$ cat src/rtl/clock_adjust_ctrl_pkg.sv
// +--------------------------------------------------------------------+
// | clock_adj_pkg : shared state encoding and default timing constants  |
// | Rev 1.0                                                             |
// +--------------------------------------------------------------------+
`default_nettype none

package clock_adj_pkg;

  typedef enum logic [0:0] {
    NORM = 1'b0,
    ADJ  = 1'b1
  } state_t;

  localparam int DEF_REP_DLY = 500;
  localparam int DEF_REP_PER = 100;
  localparam int DEF_TIMEOUT = 30000;

endpackage

`default_nettype wire

$ cat src/rtl/clock_adjust_ctrl_if.sv
// +--------------------------------------------------------------------+
// | clock_adjust_ctrl_if : buttons in, field strobes/enables out         |
// | Rev 1.0                                                             |
// +--------------------------------------------------------------------+
`default_nettype none

interface clock_adjust_ctrl_if #(
  parameter int NFIELD = 3
);
  logic              sig2hz;
  logic              mode;
  logic              select;
  logic              adjust;
  logic [NFIELD-1:0] fldinc;
  logic [NFIELD-1:0] fldclr;
  logic [NFIELD-1:0] fldon;
  logic              adjmode;

  modport master (
    output sig2hz, mode, select, adjust,
    input  fldinc, fldclr, fldon, adjmode
  );

  modport slave (
    input  sig2hz, mode, select, adjust,
    output fldinc, fldclr, fldon, adjmode
  );
endinterface

`default_nettype wire

$ cat src/rtl/clock_adjust_ctrl_adj_repeat.sv
// +--------------------------------------------------------------------+
// | adj_repeat : ADJUST edge pulse plus hold-to-repeat pulse train      |
// | Rev 1.0                                                             |
// +--------------------------------------------------------------------+
`default_nettype none

module adj_repeat
  import clock_adj_pkg::*;
#(
  parameter int REP_DLY = DEF_REP_DLY,
  parameter int REP_PER = DEF_REP_PER
) (
  input  wire logic clk,
  input  wire logic rst,
  input  wire logic adjust,
  input  wire logic kill,
  output logic      edgep,
  output logic      adjp
);

  localparam int C_CMAX = (REP_DLY > REP_PER) ? REP_DLY : REP_PER;
  localparam int C_CW   = $clog2(C_CMAX + 1);

  logic            r_prev;
  logic            r_rep;
  logic            r_edgep;
  logic            r_adjp;
  logic [C_CW-1:0] r_cnt;
  logic            w_rise;
  logic            w_hit;

  // r_cnt==0 means disarmed: a killed press stays silent until re-pressed
  assign w_rise = adjust & ~r_prev;
  assign w_hit  = adjust & (r_cnt != '0) &
                  (r_rep ? (r_cnt == C_CW'(REP_PER)) : (r_cnt == C_CW'(REP_DLY)));

  always_ff @(posedge clk) begin
    if (rst) begin
      r_prev  <= 1'b1;
      r_rep   <= 1'b0;
      r_cnt   <= '0;
      r_edgep <= 1'b0;
      r_adjp  <= 1'b0;
    end else begin
      r_prev  <= adjust;
      r_edgep <= w_rise & ~kill;
      r_adjp  <= (w_rise | w_hit) & ~kill;
      if (!adjust || kill) begin
        r_cnt <= '0;
        r_rep <= 1'b0;
      end else if (w_rise) begin
        r_cnt <= C_CW'(1);
        r_rep <= 1'b0;
      end else if (w_hit) begin
        r_cnt <= C_CW'(1);
        r_rep <= 1'b1;
      end else if (r_cnt != '0 && r_cnt != C_CW'(C_CMAX)) begin
        r_cnt <= r_cnt + C_CW'(1);
      end
    end
  end

  assign edgep = r_edgep;
  assign adjp  = r_adjp;

endmodule

`default_nettype wire

$ cat src/rtl/clock_adjust_ctrl.sv
// +--------------------------------------------------------------------+
// | clock_adjust_ctrl : NORM/ADJ time-set FSM with field strobes/blink  |
// | Optional ADJ idle timeout when ADJ_TIMEOUT_EN is defined.  Rev 1.0  |
// +--------------------------------------------------------------------+
`default_nettype none

module clock_adjust_ctrl
  import clock_adj_pkg::*;
#(
  parameter int                NFIELD   = 3,
  parameter logic [NFIELD-1:0] CLR_MASK = NFIELD'(1),
  parameter int                REP_DLY  = DEF_REP_DLY,
  parameter int                REP_PER  = DEF_REP_PER,
  parameter int                TIMEOUT  = DEF_TIMEOUT
) (
  input wire logic          clk,
  input wire logic          rst,
  clock_adjust_ctrl_if.slave bus
);

  localparam int C_FW = $clog2(NFIELD);

  state_t            r_state;
  state_t            w_state_nxt;
  logic [C_FW-1:0]   r_fld;
  logic [C_FW-1:0]   w_fld_nxt;
  logic              w_kill;
  logic              w_edgep;
  logic              w_adjp;
  logic              w_timeout;
  logic [NFIELD-1:0] w_inc;
  logic [NFIELD-1:0] w_clr;
  logic [NFIELD-1:0] w_on;

  assign w_kill = bus.mode | bus.select;

  adj_repeat #(
    .REP_DLY (REP_DLY),
    .REP_PER (REP_PER)
  ) u_adj_repeat (
    .clk    (clk),
    .rst    (rst),
    .adjust (bus.adjust),
    .kill   (w_kill),
    .edgep  (w_edgep),
    .adjp   (w_adjp)
  );

`ifdef ADJ_TIMEOUT_EN
  localparam int C_IW = (TIMEOUT > 1) ? $clog2(TIMEOUT) : 1;
  logic [C_IW-1:0] r_idle;
  logic            w_active;

  assign w_active  = bus.mode | bus.select | bus.adjust;
  assign w_timeout = (r_state == ADJ) && !w_active && (r_idle == C_IW'(TIMEOUT - 1));

  always_ff @(posedge clk) begin
    if (rst || r_state != ADJ || w_active || w_timeout) begin
      r_idle <= '0;
    end else begin
      r_idle <= r_idle + C_IW'(1);
    end
  end
`else
  logic w_unused_timeout;
  assign w_unused_timeout = (TIMEOUT > 0);
  assign w_timeout        = 1'b0;
`endif

  always_ff @(posedge clk) begin
    if (rst) begin
      r_state <= NORM;
      r_fld   <= '0;
    end else begin
      r_state <= w_state_nxt;
      r_fld   <= w_fld_nxt;
    end
  end

  // MODE outranks SELECT; SELECT in NORM is ignored
  always_comb begin
    w_state_nxt = r_state;
    w_fld_nxt   = r_fld;
    case (r_state)
      NORM: begin
        if (bus.mode) begin
          w_state_nxt = ADJ;
          w_fld_nxt   = '0;
        end
      end
      ADJ: begin
        if (bus.mode) begin
          w_state_nxt = NORM;
        end else if (bus.select) begin
          w_fld_nxt = (r_fld == C_FW'(NFIELD - 1)) ? '0 : r_fld + C_FW'(1);
        end else if (w_timeout) begin
          w_state_nxt = NORM;
        end
      end
      default: w_state_nxt = NORM;
    endcase
  end

  always_comb begin
    w_inc = '0;
    w_clr = '0;
    w_on  = '1;
    for (int i = 0; i < NFIELD; i++) begin
      if (r_state == ADJ && r_fld == C_FW'(i)) begin
        w_inc[i] = w_adjp & ~CLR_MASK[i];
        w_clr[i] = w_edgep & CLR_MASK[i];
        w_on[i]  = ~bus.sig2hz;
      end
    end
  end

  assign bus.fldinc  = w_inc;
  assign bus.fldclr  = w_clr;
  assign bus.fldon   = w_on;
  assign bus.adjmode = (r_state == ADJ);

endmodule

`default_nettype wire

$ cat src/flat_wrapper.sv
// flat-port wrapper written by rule: the top's interface ports become plain ports
module clock_adjust_ctrl_flat import clock_adj_pkg::*;
#(
  parameter int                NFIELD   = 3,
  parameter logic [NFIELD-1:0] CLR_MASK = NFIELD'(1),
  parameter int                REP_DLY  = DEF_REP_DLY,
  parameter int                REP_PER  = DEF_REP_PER,
  parameter int                TIMEOUT  = DEF_TIMEOUT
)
  (clk, rst, bus_sig2hz, bus_mode, bus_select, bus_adjust, bus_fldinc, bus_fldclr, bus_fldon, bus_adjmode);
  clock_adjust_ctrl_if #(.NFIELD(NFIELD)) bus_i ();
  input wire logic clk;
  input wire logic rst;
  input wire logic [$bits(bus_i.sig2hz)-1:0] bus_sig2hz;
  input wire logic [$bits(bus_i.mode)-1:0] bus_mode;
  input wire logic [$bits(bus_i.select)-1:0] bus_select;
  input wire logic [$bits(bus_i.adjust)-1:0] bus_adjust;
  output wire logic [$bits(bus_i.fldinc)-1:0] bus_fldinc;
  output wire logic [$bits(bus_i.fldclr)-1:0] bus_fldclr;
  output wire logic [$bits(bus_i.fldon)-1:0] bus_fldon;
  output wire logic [$bits(bus_i.adjmode)-1:0] bus_adjmode;
  assign bus_i.sig2hz = bus_sig2hz;
  assign bus_i.mode = bus_mode;
  assign bus_i.select = bus_select;
  assign bus_i.adjust = bus_adjust;
  assign bus_fldinc = bus_i.fldinc;
  assign bus_fldclr = bus_i.fldclr;
  assign bus_fldon = bus_i.fldon;
  assign bus_adjmode = bus_i.adjmode;
  clock_adjust_ctrl #(.NFIELD(NFIELD), .CLR_MASK(CLR_MASK), .REP_DLY(REP_DLY), .REP_PER(REP_PER), .TIMEOUT(TIMEOUT)) u_core (.clk(clk), .rst(rst), .bus(bus_i));
endmodule
$ cat config.mk
export PLATFORM = sky130hd
export DESIGN_NAME = clock_adjust_ctrl_flat
export DESIGN_NICKNAME = d
export VERILOG_FILES = /design/src/rtl/clock_adjust_ctrl_pkg.sv /design/src/rtl/clock_adjust_ctrl_if.sv /design/src/rtl/clock_adjust_ctrl_adj_repeat.sv /design/src/rtl/clock_adjust_ctrl.sv /design/src/flat_wrapper.sv
export SDC_FILE = /design/constraint.sdc
export NUM_CORES = 1
export LEC_CHECK = 0
export ABC_AREA = 1
export BUFFER_PORTS_ARGS = -buffer_cell sky130_fd_sc_hd__buf_4
export CAP_MARGIN = 0
export CORE_MARGIN = 4
export CORE_UTILIZATION = 50
export CTS_CLUSTER_DIAMETER = 60
export DETAILED_ROUTE_END_ITERATION = 7
export MAX_ROUTING_LAYER = met4
export PLACE_DENSITY_LB_ADDON = 0.3
export SKIP_CTS_REPAIR_TIMING = 1
export SYNTH_ARGS = -nofsm -noshare
export SYNTH_HDL_FRONTEND = slang
export SYNTH_HIERARCHICAL = 1
export SYNTH_SLANG_ARGS = --single-unit
export TNS_END_PERCENT = 20
$ cat constraint.sdc
create_clock -name clk -period 1.8 [get_ports clk]
set_input_delay 0.36 -clock clk [delete_from_list [all_inputs] [get_ports clk]]
set_output_delay 0.36 -clock clk [all_outputs]
set_load 0.05 [all_outputs]
======== Word level (Yosys, flattened, before mapping) ========
Index checks and enable logic that the tools add are counted.
word-level totals
  bits in registers ....................... 16
  bits in latches ......................... 0
  memory bits (writable) .................. 0
  ROM bits ................................ 0
  output and inout port bits .............. 10
  memories kept ........................... 0
cells by class
  add/subtract/negate cells ............... 2
  multipliers ............................. 0
  div/mod/pow operators ................... 0
  order comparisons ....................... 0
  equality and inequality tests ........... 8
  shift-type cells ........................ 0
  multiplexer cells ....................... 18
  bitwise logic cells ..................... 11
  reduce and logical (&&, ||, !) cells .... 13
operators by type and width
  operator             count
  $mux 1               12
  $add 9x1->9 const B  1
  $eq 9x7->1 const B   1
  $eq 9x9->1 const B   1
  $ne 9x9->1 const B   1
  $reduce_bool 9->1    1
  $mux 2               4
  $ne 2x2->1 const B   3
  $and 1x1->1          5
  $logic_and 1x1->1    4
  $not 1->1            4
  $pmux 2 s2           1
  $reduce_or 4->1      1
  $reduce_and 3->1     1
  $reduce_bool 3->1    1
  $reduce_or 3->1      1
  $add 2x1->2 const B  1
  $eq 2x1->1 const B   1
  $eq 2x2->1 const B   1
  $logic_not 2->1      1
  $or 1x1->1           2
  $pmux 1 s2           1
  $reduce_or 2->1      1
  $logic_not 1->1      1
  $logic_or 1x1->1     1

======== Depth between registers and ports, before layout ========
Gate-level depths: netlist of run 1.
  word-level depth ........................ 5
  mapped depth ............................ 10

======== By module ========
The synthesis of run 1 kept the hierarchy.
by module, submodules not included
  module             instances  cells each  area an instance (um^2)  sequential area each (um^2)
  adj_repeat         1          97          654.4                    260.2
  clock_adjust_ctrl  1          40          244.0                    60.1

======== Worst setup path before layout of run 1 ========
No wires, ideal clock.
  path type ............................... register to output
  from .................................... register u_core.r_state, in the netlist u_core/bus.adjmode
  to ...................................... output bus_fldclr[0]
  data arrival time ....................... 2.004 ns
  data required time ...................... 1.440 ns
  setup slack ............................. -0.564 ns
  cell stages (with the launch flop) ...... 3
  path buffers ............................ 0
  cell sequence ........................... dfxtp_1 > nand2_2 > nor3b_1
between the ends
  word-level cells in the longest chain between the ends .. 2
RTL lines
  what                      line                      RTL
  start: declaration        clock_adjust_ctrl.sv:23   state_t r_state;
  start signal: assignment  clock_adjust_ctrl.sv:75   r_state <= w_state_nxt;
  $logic_and 1x1->1         clock_adjust_ctrl.sv:109  if (r_state == ADJ && r_fld == C_FW'(i)) begin
  $mux 1                    clock_adjust_ctrl.sv:109
  end: declaration          flat_wrapper.sv:19        output wire logic [$bits(bus_i.fldclr)-1:0] bus_fldclr;
Every way passes these cells.

======== Worst setup path in the final report of run 1 ========
  from .................................... register u_core.r_fld[1]
  to ...................................... output bus_fldinc[2]
between the ends
  word-level cells in the longest chain between the ends .. 3
RTL lines
  what                      line                      RTL
  start: declaration        clock_adjust_ctrl.sv:25   logic [C_FW-1:0] r_fld;
  start signal: assignment  clock_adjust_ctrl.sv:76   r_fld <= w_fld_nxt;
  $eq 2x2->1                clock_adjust_ctrl.sv:109
  $logic_and 1x1->1         clock_adjust_ctrl.sv:109
  $mux 1                    clock_adjust_ctrl.sv:109
  end: declaration          flat_wrapper.sv:18        output wire logic [$bits(bus_i.fldinc)-1:0] bus_fldinc;
Every way passes these cells.

==> results of run 1 <==
cell usage in the layout (no fill, tap or decap), types with 4 or more instances in the layout:
master,count
xor2_1,5
dfxtp_1,16
nor2_1,24
nand3_1,6
nor2_2,5
ha_1,4
buf_4,12
inv_1,23
nand2_1,33
worst reg2reg max path: cells and delay by family (launching register included):
| family | cells | cell delay [ps] |
|---|---|---|
| buffers and inverters | 2 | 190 |
| adders and majority gates | 1 | 200 |
| AOI/OAI and AO/OA | 1 | 60 |
| and+or+nand+nor | 5 | 540 |
| DFF | 1 | 350 |
flip-flops by register name, summed over array words and instances, names as in the netlist:
signal                      cells
u_core/u_adj_repeat/r_rep       1
u_core/u_adj_repeat/adjp        1
u_core/r_fld                    2
u_core/bus.adjmode              1
u_core/u_adj_repeat/edgep       1
u_core/u_adj_repeat/r_prev      1
u_core/u_adj_repeat/r_cnt       9
cell type report:
class                           instances  area, um^2  share of cell area, %
Timing Repair Buffer                   12        90.1                   8.48
Multi-Input combinational cell         95         490                   46.2
Inverter                               25        93.8                   8.83
Sequential cell                        16         320                   30.2
Clock buffer                            4        36.3                   3.42
Tap cell                               25        31.3                   2.94
metrics by stage:
stage | std cells | power (mW) | setup TNS [ps] | cell area [um^2] | worst slack, ps
final | 177 | 0.718 | 0 | 1060 | 141
after CTS | 177 | 0.726 | 0 | 1060 | 126
after global placement | 173 | 0.483 | 0 | 1030 | 421
after global routing | 177 | 0.762 | 0 | 1060 | 41.6
after floorplan | 139 | 0.463 | -171 | 927 | -92.4
after detailed placement | 173 | 0.487 | 0 | 1030 | 356
Yosys cell counts, drive strengths merged:
cell / count / area share, %
nand4: 1 / 0.70
nor3b: 1 / 0.84
xor2: 5 / 4.9
a21oi: 3 / 1.7
conb: 1 / 0.42
or2: 1 / 0.70
o21ai: 1 / 0.56
ha: 4 / 5.6
nand2: 36 / 16
nor3: 5 / 3.3
nor2: 29 / 14
nand3: 6 / 3.3
dfxtp: 16 / 36
buf: 3 / 2.5
inv: 25 / 10
path summary, 6_finish.rpt:
check,from,cells past startpoint,endpoint
setup / recovery,u_core/r_fld[1]$_SDFFE_PP0P_,3,bus_fldinc[2]
setup reg to reg,u_core/u_adj_repeat/r_cnt[0]$_SDFFE_PP0P_,9,u_core/u_adj_repeat/r_cnt[4]$_SDFFE_PP0P_
hold reg to reg,u_core/u_adj_repeat/r_prev$_SDFF_PP1_,1,u_core/u_adj_repeat/edgep$_SDFF_PP0_
hold / removal,rst,2,u_core/bus.adjmode$_SDFF_PP0_
power groups by stage:
stage	Combinational [mW]	Clock, mW	Sequential (mW)
2_1_floorplan	0.0732	0	0.390
6_report	0.102	0.240	0.376
4_1_cts	0.103	0.246	0.376
3_3_place_gp	0.100	0	0.384
5_1_grt	0.113	0.271	0.378
3_5_place_dp	0.102	0	0.384
routing by layer:
| metal | wire length (um) | global-route usage (%) | part of all wire [%] | up-vias |
|---|---|---|---|---|
| met1 | 734 | 18.8 | 41 | 362 |
| met5 | 0 | - | 0 | - |
| met3 | 98 | 3.86 | 5.4 | 5 |
| li1 | - | - | - | 436 |
| met2 | 936 | 28.0 | 52 | 21 |
| met4 | 29 | 7.62 | 1.6 | 0 |
cells by family (layout without fill, tap and decap cells):
logic type      count (synthesis)  after routing  share of synthesized area (%)
simple gates                   79             79                           38.3
buf+inv                        28             41                           13.0
flops                          16             16                           35.7
xor+xnor                        5              5                           4.87
fa+ha+maj                       4              4                           5.57
compound gates                  4              4                           2.23
other cells                     1              3                          0.417
==> results.py, run 1 <==
metrics = {
    "place": {
        "port_buffers": 12,
        "finalWeightedCongestion": 0.848,
        "dp_hpwl_um": 1440,
    },
    "setup_path": {
        "cp_data_arrival_time_ps": 1300,
        "crit_type": "register to output port",
        "critical-path-slowest-cell": "dfxtp_1",
        "critPathTopFamily": "flip-flops",
        "cp_cell_sequence": "inv_1 -> nor3_2 -> buf_4",
        "cp_data_required_time_ps": 1440,
        "path_buf_inv": 2,
        "critPathLaunchType": "register",
        "endpoint_kind": "output port",
        "crit_path_max_incr_delay_ps": 500,
        "reg2reg_setup_slack_ps": 380,
        "cp_max_fo": 6,
    },
    "timing": {
        "final_max_slew_viol_count": 0,
        "min_period_ps": 1660,
        "fmax_mhz": 603,
        "skew_ps": 2.74,
        "rsz0062_at_grt": "no",
        "final-hold-violation-count": 0,
        "hold_slack_ps": 253,
        "fin_crit_sh_pct": 92.2,
        "finalSetupViolCount": 0,
    },
    "power_and_ir_drop": {
        "power_density_nw_per_um2": 676,
        "internal_power_mw": 0.518,
        "leakage_nw": 0.483,
        "p_sw_share_pct": 27.9,
        "pwr-share-seq_pct": 52.4,
        "net-switching-power_mw": 0.200,
        "comb_power_share_pct": 14.2,
        "ir_worst_vdd_uv": 427,
        "clockPowerShare_pct": 33.4,
    },
    "cells_and_area": {
        "drive_gt1_share_pct": 20.4,
        "syn2layout_area_growth_pct": 18.2,
        "fin_nets": 163,
        "antenna_cells": 0,
        "post-route-util_pct": 62.2,
        "nFillCells": 163,
    },
    "drt": {
        "drtPass1Iterations": 4,
        "drt-vias-per-instance": 4.66,
        "num_vias": 824,
        "drc": 0,
        "ant_nets": 0,
        "drt-total-wl_um": 1800,
        "wl_per_cell_um": 10.2,
        "drt_iter0_drc": 12,
    },
    "clock_tree": {
        "clock_path_buffers": 2,
        "clock-sinks": 16,
        "worstSkewPairLatency_ps": 290,
        "cts-htree-levels": 1,
        "cts_root_buffer": "clkbuf_4",
        "cts_tree": "built",
        "numCtsBuffers": 3,
        "path_clk_slew_ps": 90,
    },
    "yosys": {
        "syn_area_um2": 898,
        "synth.avg_cell_area_um2": 6.56,
        "ys_types": 19,
        "netlist_instances": 137,
        "ys_ff_latch": 16,
        "ys_warn_count": 6,
        "ys_seq_area_share_pct": 35.7,
    },
    "global_route": {
        "antenna_found_initial": 0,
        "grt_max_degree": 10,
        "overflow": 0,
        "grt_pass1_vias": 760,
        "grt_pass1_wl_um": 3110,
        "grtUsageTotal_pct": 16.7,
    },
    "floorplan": {
        "std_cell_rows": 15,
        "start_util_pct": 52.6,
        "die_y_um": 50.4,
        "ios": 16,
        "die_area_um2": 2540,
        "fp.dieW_um": 50.4,
        "core_um2": 1710,
    },
    "run": {
        "cap_violations": 0,
    },
    "status": {
        "status": "finished, final reports clean",
    },
    "min_path": {
        "hold_class": "input port to register",
    },
}
(Power assumes the default switching activity.)
==> inputs of run 2 (changes only) <==
ABC_AREA = default   (was 1)
MAX_ROUTING_LAYER = default   (was met4)
==> run 2 against run 1 <==
Effect of this change: critical path depth up 3; core utilization increased by 3.3 points; sequential share of layout area rose by 0.66 points; clock power decreased by 4%; first-iteration DRC count is 130% higher; global-route usage shrank 3.2 points.
==> results.py, run 2 <==
metrics = {
    "cells_and_area": {
        "antenna_cells": 0,
        "most-common-layout-cells": "dfxtp_1 (15), buf_4 (13), nor2_1 (12)",
        "final_area_um2": 1040,
        "max_flop_register": "u_core/u_adj_repeat/r_cnt",
        "fin_nets": 127,
        "final_common_cell": "dfxtp_1",
        "top_regs": "u_core/u_adj_repeat/r_cnt: 9 flops, u_core/r_fld: 2 flops",
        "syn2layout_area_growth_pct": 17.5,
        "drive_gt1_share_pct": 25.9,
        "largest_reg_flops": 9,
    },
    "yosys": {
        "synth-edff-count": 0,
        "ys_seq_area_share_pct": 36.1,
        "synth_area_leaders": "dfxtp_1 (36%), ha_1 (5.6%), nor2_1 (5.1%)",
        "netlist_instances": 102,
        "syn_area_um2": 888,
        "ys_types": 34,
        "synthTopCellsByCount": "dfxtp_1 (16), nor2_1 (12), inv_1 (7), nand3_1 (7), a21oi_1 (6)",
        "ys_warn_count": 6,
        "async_flop_share_pct": 0,
        "synth.avg_cell_area_um2": 8.71,
        "synth-main-ff-cell": "dfxtp_1",
        "yosysMostFrequentCell": "dfxtp_1",
        "ys_ff_latch": 16,
        "synth_top_cell_by_area": "dfxtp_1",
        "yosysTopAreaCellShare_pct": 36.1,
    },
    "drt": {
        "num_vias": 720,
        "wl_per_cell_um": 11.7,
        "drt-vias-per-instance": 5.14,
        "drt_iter0_drc": 28,
        "ant_nets": 0,
        "drc": 0,
        "drtPass1Iterations": 4,
        "drt-total-wl_um": 1640,
    },
    "power_and_ir_drop": {
        "power_density_nw_per_um2": 648,
        "leakage_nw": 0.400,
        "p_sw_share_pct": 24.7,
        "ir_worst_vdd_uv": 455,
        "clockPowerShare_pct": 34.0,
        "net-switching-power_mw": 0.167,
        "pwr-share-seq_pct": 54.8,
        "comb_power_share_pct": 11.2,
        "internal_power_mw": 0.510,
    },
    "status": {
        "status": "finished, final reports clean",
    },
    "setup_path": {
        "cp_max_fo": 4,
        "crit_type": "register to register",
        "r2r_start": "u_core/u_adj_repeat/r_cnt[0]$_SDFFE_PP0P_",
        "cp_data_required_time_ps": 2000,
        "cp_data_arrival_time_ps": 1910,
        "reg2reg_setup_slack_ps": 90,
        "r2r.worst_path.cells": 6,
        "critPathLaunchType": "register",
        "endpoint_kind": "register",
        "rr_endpoint": "u_core/u_adj_repeat/r_cnt[0]$_SDFFE_PP0P_",
    },
    "timing": {
        "final-hold-violation-count": 0,
        "fmax_mhz": 585,
        "fin_crit_sh_pct": 94.9,
        "skew_ps": 4.35,
        "min_period_ps": 1710,
        "finalSetupViolCount": 0,
        "rsz0062_at_grt": "no",
        "setup_tns_ps": 0,
        "final_max_slew_viol_count": 0,
        "fin_ws_ps": 91.2,
    },
    "clock_tree": {
        "clock-sinks": 16,
        "path_clk_slew_ps": 90,
        "cts_tree": "built",
        "cts-htree-levels": 1,
        "clock_path_buffers": 2,
        "worstSkewPairLatency_ps": 270,
        "numCtsBuffers": 3,
        "cts_root_buffer": "clkbuf_4",
    },
    "run": {
        "cap_violations": 0,
    },
    "place": {
        "finalWeightedCongestion": 0.825,
        "dp_hpwl_um": 1210,
        "pre_cts_slack_ps": 99.1,
        "port_buffers": 12,
        "place_area_um2": 1000,
    },
    "min_path": {
        "hold_end": "u_core/bus.adjmode$_SDFF_PP0_",
        "hold_class": "input port to register",
        "hold_depth": 2,
        "worstHoldStart": "rst",
    },
    "floorplan": {
        "start_util_pct": 55.7,
        "die_y_um": 50.2,
        "die_area_um2": 2520,
        "core_um2": 1590,
        "fp.dieW_um": 50.2,
        "std_cell_rows": 14,
        "ios": 16,
    },
    "global_route": {
        "grtUsageTotal_pct": 13.5,
        "grt_pass1_vias": 642,
        "grt_max_degree": 12,
        "grt_pass1_wl_um": 2750,
        "overflow": 0,
        "antenna_found_initial": 0,
    },
}
run 2: cell types whose count changed after synthesis, sizes merged, moves of 3 or more:
cell	before	now
a21oi	3	6
inv	25	7
nand2	36	5
nand4b	0	3
nor2	29	12
nor2b	0	3
nor3	5	2
xnor2	0	3
run 2: worst max-delay path by stage:
stage / from / end / cells after the start / slack [ps]
after detailed placement: bus_select / u_core/u_adj_repeat/r_cnt[2]$_SDFFE_PP0P_ / 5 / 100
final: u_core/u_adj_repeat/r_cnt[0]$_SDFFE_PP0P_ / u_core/u_adj_repeat/r_cnt[0]$_SDFFE_PP0P_ / 6 / 90
after floorplan: u_core/bus.adjmode$_SDFF_PP0_ / bus_fldinc[1] / 3 / 170
after CTS: u_core/u_adj_repeat/r_cnt[0]$_SDFFE_PP0P_ / u_core/u_adj_repeat/r_cnt[2]$_SDFFE_PP0P_ / 6 / 90
after global routing: u_core/u_adj_repeat/r_cnt[0]$_SDFFE_PP0P_ / u_core/u_adj_repeat/r_cnt[0]$_SDFFE_PP0P_ / 6 / 7
after global placement: bus_select / u_core/u_adj_repeat/r_cnt[2]$_SDFFE_PP0P_ / 5 / 150
run 2: per-layer routing:
metal  vias to the layer above  wire length (um)  track usage (%)
li1                        378                 -                -
met4                         0                 9             2.76
met3                         2                50             2.66
met1                       333               841             18.9
met2                         7               737             21.5
met5                         -                 0                0
run 2: power groups by stage:
stage          clock network (mW)  registers [mW]  logic [mW]
3_5_place_dp                    0           0.379      0.0759
3_3_place_gp                    0           0.378      0.0743
5_1_grt                     0.257           0.372      0.0828
2_1_floorplan                   0           0.382      0.0580
6_report                    0.230           0.371      0.0761
4_1_cts                     0.234           0.370      0.0760
run 2: worst max-delay path, stage by stage (launching register included):
cell	delay, ps
dfxtp_1	340
inv_1	90
ha_1	200
nor2b_1	240
o2111ai_1	240
or2_2	350
a31oi_1	170
run 2: cell families after synthesis:
logic type               Yosys count  synth area share (%)
AO/OA/AOI/OAI                     12                  9.16
other                              1                 0.422
adder cells (fa/ha/maj)            4                  5.63
multiplexers                       1                  1.13
AND/OR/NAND/NOR                   50                  33.7
flip-flops                        16                  36.1
XOR/XNOR                           6                  5.92
buffers and inverters             12                  8.03
run 2: through the flow:
stage | std cells | hold slack [ps] | util [%] | power [mW]
floorplan | 104 | 424 | - | 0.439
global placement | 136 | 446 | 62.9 | 0.452
detailed placement | 136 | 451 | 62.9 | 0.454
CTS | 140 | 271 | 65.1 | 0.681
global route | 140 | 263 | 65.5 | 0.712
finish | 140 | 272 | 65.5 | 0.677
run 2: final cells by class:
type                    count  area (um^2)
well taps                  24         30.0
flip-flops and latches     16          322
clock buffers               4         36.3
inverters                   7         26.3
repair buffers             13         97.6
fillers                   134          551
multi-input cells          76          532
==> inputs of run 3 (changes only) <==
CORE_MARGIN = 2   (was 4)
CTS_BUF_LIST = sky130_fd_sc_hd__clkbuf_8   (was default)
==> run 3 against run 2 <==
Effect of this change: global-route usage is 4.2 points higher; non-clock buffer count decreased by 1; sequential share of layout area decreased by 0.26 points; cell count down 5.7%; core utilization fell by 3.2 points; register-to-register slack about the same; hold slack better by 30 ps; largest power group unchanged.
==> results.py, run 3 (same netlist as run 2, synthesis figures left out) <==
metrics = {
    "status": {
        "status": "finished, final reports clean",
    },
    "timing": {
        "finalSetupViolCount": 0,
        "min_period_ps": 1710,
        "final_max_slew_viol_count": 0,
        "fin_ws_ps": 91.5,
        "skew_ps": 1.02,
        "fin_crit_sh_pct": 94.9,
        "setup_tns_ps": 0,
        "rsz0062_at_grt": "no",
        "final-hold-violation-count": 0,
        "fmax_mhz": 585,
    },
    "place": {
        "dp_cells": 128,
        "dp_hpwl_um": 1260,
        "finalWeightedCongestion": 0.790,
        "pre_cts_slack_ps": 87.3,
        "port_buffers": 12,
    },
    "drt": {
        "drt-total-wl_um": 1710,
        "wl_per_cell_um": 12.9,
        "num_vias": 757,
        "drt-vias-per-instance": 5.73,
        "drt_iter0_drc": 24,
        "ant_nets": 0,
        "drtPass1Iterations": 4,
        "drc": 0,
    },
    "power_and_ir_drop": {
        "ir_worst_vdd_uv": 429,
        "power_mw": 0.766,
        "power_density_nw_per_um2": 728,
        "leakage_nw": 0.402,
    },
    "floorplan": {
        "die_y_um": 46.2,
        "die_area_um2": 2130,
        "ios": 16,
        "start_util_pct": 52.6,
        "core_um2": 1690,
        "fp.dieW_um": 46.2,
        "std_cell_rows": 15,
    },
    "cells_and_area": {
        "post-route-util_pct": 62.3,
        "antenna_cells": 0,
        "fin_nets": 126,
        "most-common-layout-cells": "dfxtp_1 (15), buf_4 (12), nor2_1 (12)",
        "largest_reg_flops": 9,
        "syn2layout_area_growth_pct": 18.5,
        "final_common_cell": "dfxtp_1",
        "fin_cells": 132,
        "max_flop_register": "u_core/u_adj_repeat/r_cnt",
        "top_regs": "u_core/u_adj_repeat/r_cnt: 9 flops, u_core/r_fld: 2 flops",
        "drive_gt1_share_pct": 26.1,
    },
    "clock_tree": {
        "clock_path_buffers": 2,
        "worstSkewPairLatency_ps": 250,
        "numCtsBuffers": 3,
        "cts_root_buffer": "clkbuf_8",
        "clock-sinks": 16,
        "path_clk_slew_ps": 60,
        "cts-htree-levels": 1,
        "cts_tree": "built",
    },
    "setup_path": {
        "critical-path-slowest-cell": "dfxtp_1",
        "cp_max_fo": 4,
        "cp_data_arrival_time_ps": 1880,
        "cp_cell_sequence": "inv_1 -> ha_1 -> nor2b_1 -> o2111ai_2 -> or2_2 -> a31oi_1",
        "cp_data_required_time_ps": 1970,
        "path_buf_inv": 1,
        "endpoint_kind": "register",
        "crit_type": "register to register",
        "critPathTopFamily": "simple AND/OR/NAND/NOR gates",
        "critPathLaunchType": "register",
        "crit_path_max_incr_delay_ps": 330,
    },
    "global_route": {
        "overflow": 0,
        "grtUsageTotal_pct": 17.7,
        "antenna_found_initial": 0,
        "grt_max_degree": 12,
        "grt_pass1_vias": 648,
        "grt_pass1_wl_um": 2670,
    },
    "run": {
        "cap_violations": 0,
    },
    "min_path": {
        "hold_class": "input port to register",
    },
}
run 3: cell count changes in the layout (fill, tap and decap cells not counted):
cell       delta
buf_4         -1
clkbuf_4      -3
clkbuf_8      +3
o2111ai_1     -1
o2111ai_2     +1
run 3: layout make-up:
type                       count  area, um^2
multi-input combinational     76         538
inverter                       7        26.3
fill                         148         637
clock buffer                   4        55.1
tap                           17        21.3
timing repair buffer          12        90.1
sequential                    16         322
run 3: through the flow:
stage	hold WS (ps)	cell area, um^2
global placement	442	986
floorplan	424	920
detailed placement	449	986
CTS	297	1040
finish	301	1050
global route	301	1050
run 3: worst paths after layout:
kind	from	to	slack, ps	cells after the start
setup / recovery	u_core/u_adj_repeat/r_cnt[0]$_SDFFE_PP0P_	u_core/u_adj_repeat/r_cnt[0]$_SDFFE_PP0P_	90	6
hold / removal	rst	u_core/bus.adjmode$_SDFF_PP0_	300	2
setup reg to reg	u_core/u_adj_repeat/r_cnt[0]$_SDFFE_PP0P_	u_core/u_adj_repeat/r_cnt[0]$_SDFFE_PP0P_	90	6
hold reg to reg	u_core/u_adj_repeat/r_rep$_SDFFE_PP0P_	u_core/u_adj_repeat/r_rep$_SDFFE_PP0P_	470	2
run 3: routing by layer:
layer	global-route usage (%)	wire length, um	vias to the layer above	share of wire (%)
li1	-	-	379	-
met1	23.8	798	352	47
met2	25.8	814	26	48
met3	7.06	94	0	5.5
met4	5.14	0	0	0
met5	0	0	-	0
run 3: report_power, final:
part,internal [mW],total (mW),switching [mW]
combinational,0.0273,0.0768,0.0495
clock,0.194,0.318,0.124
sequential,0.360,0.371,0.0109
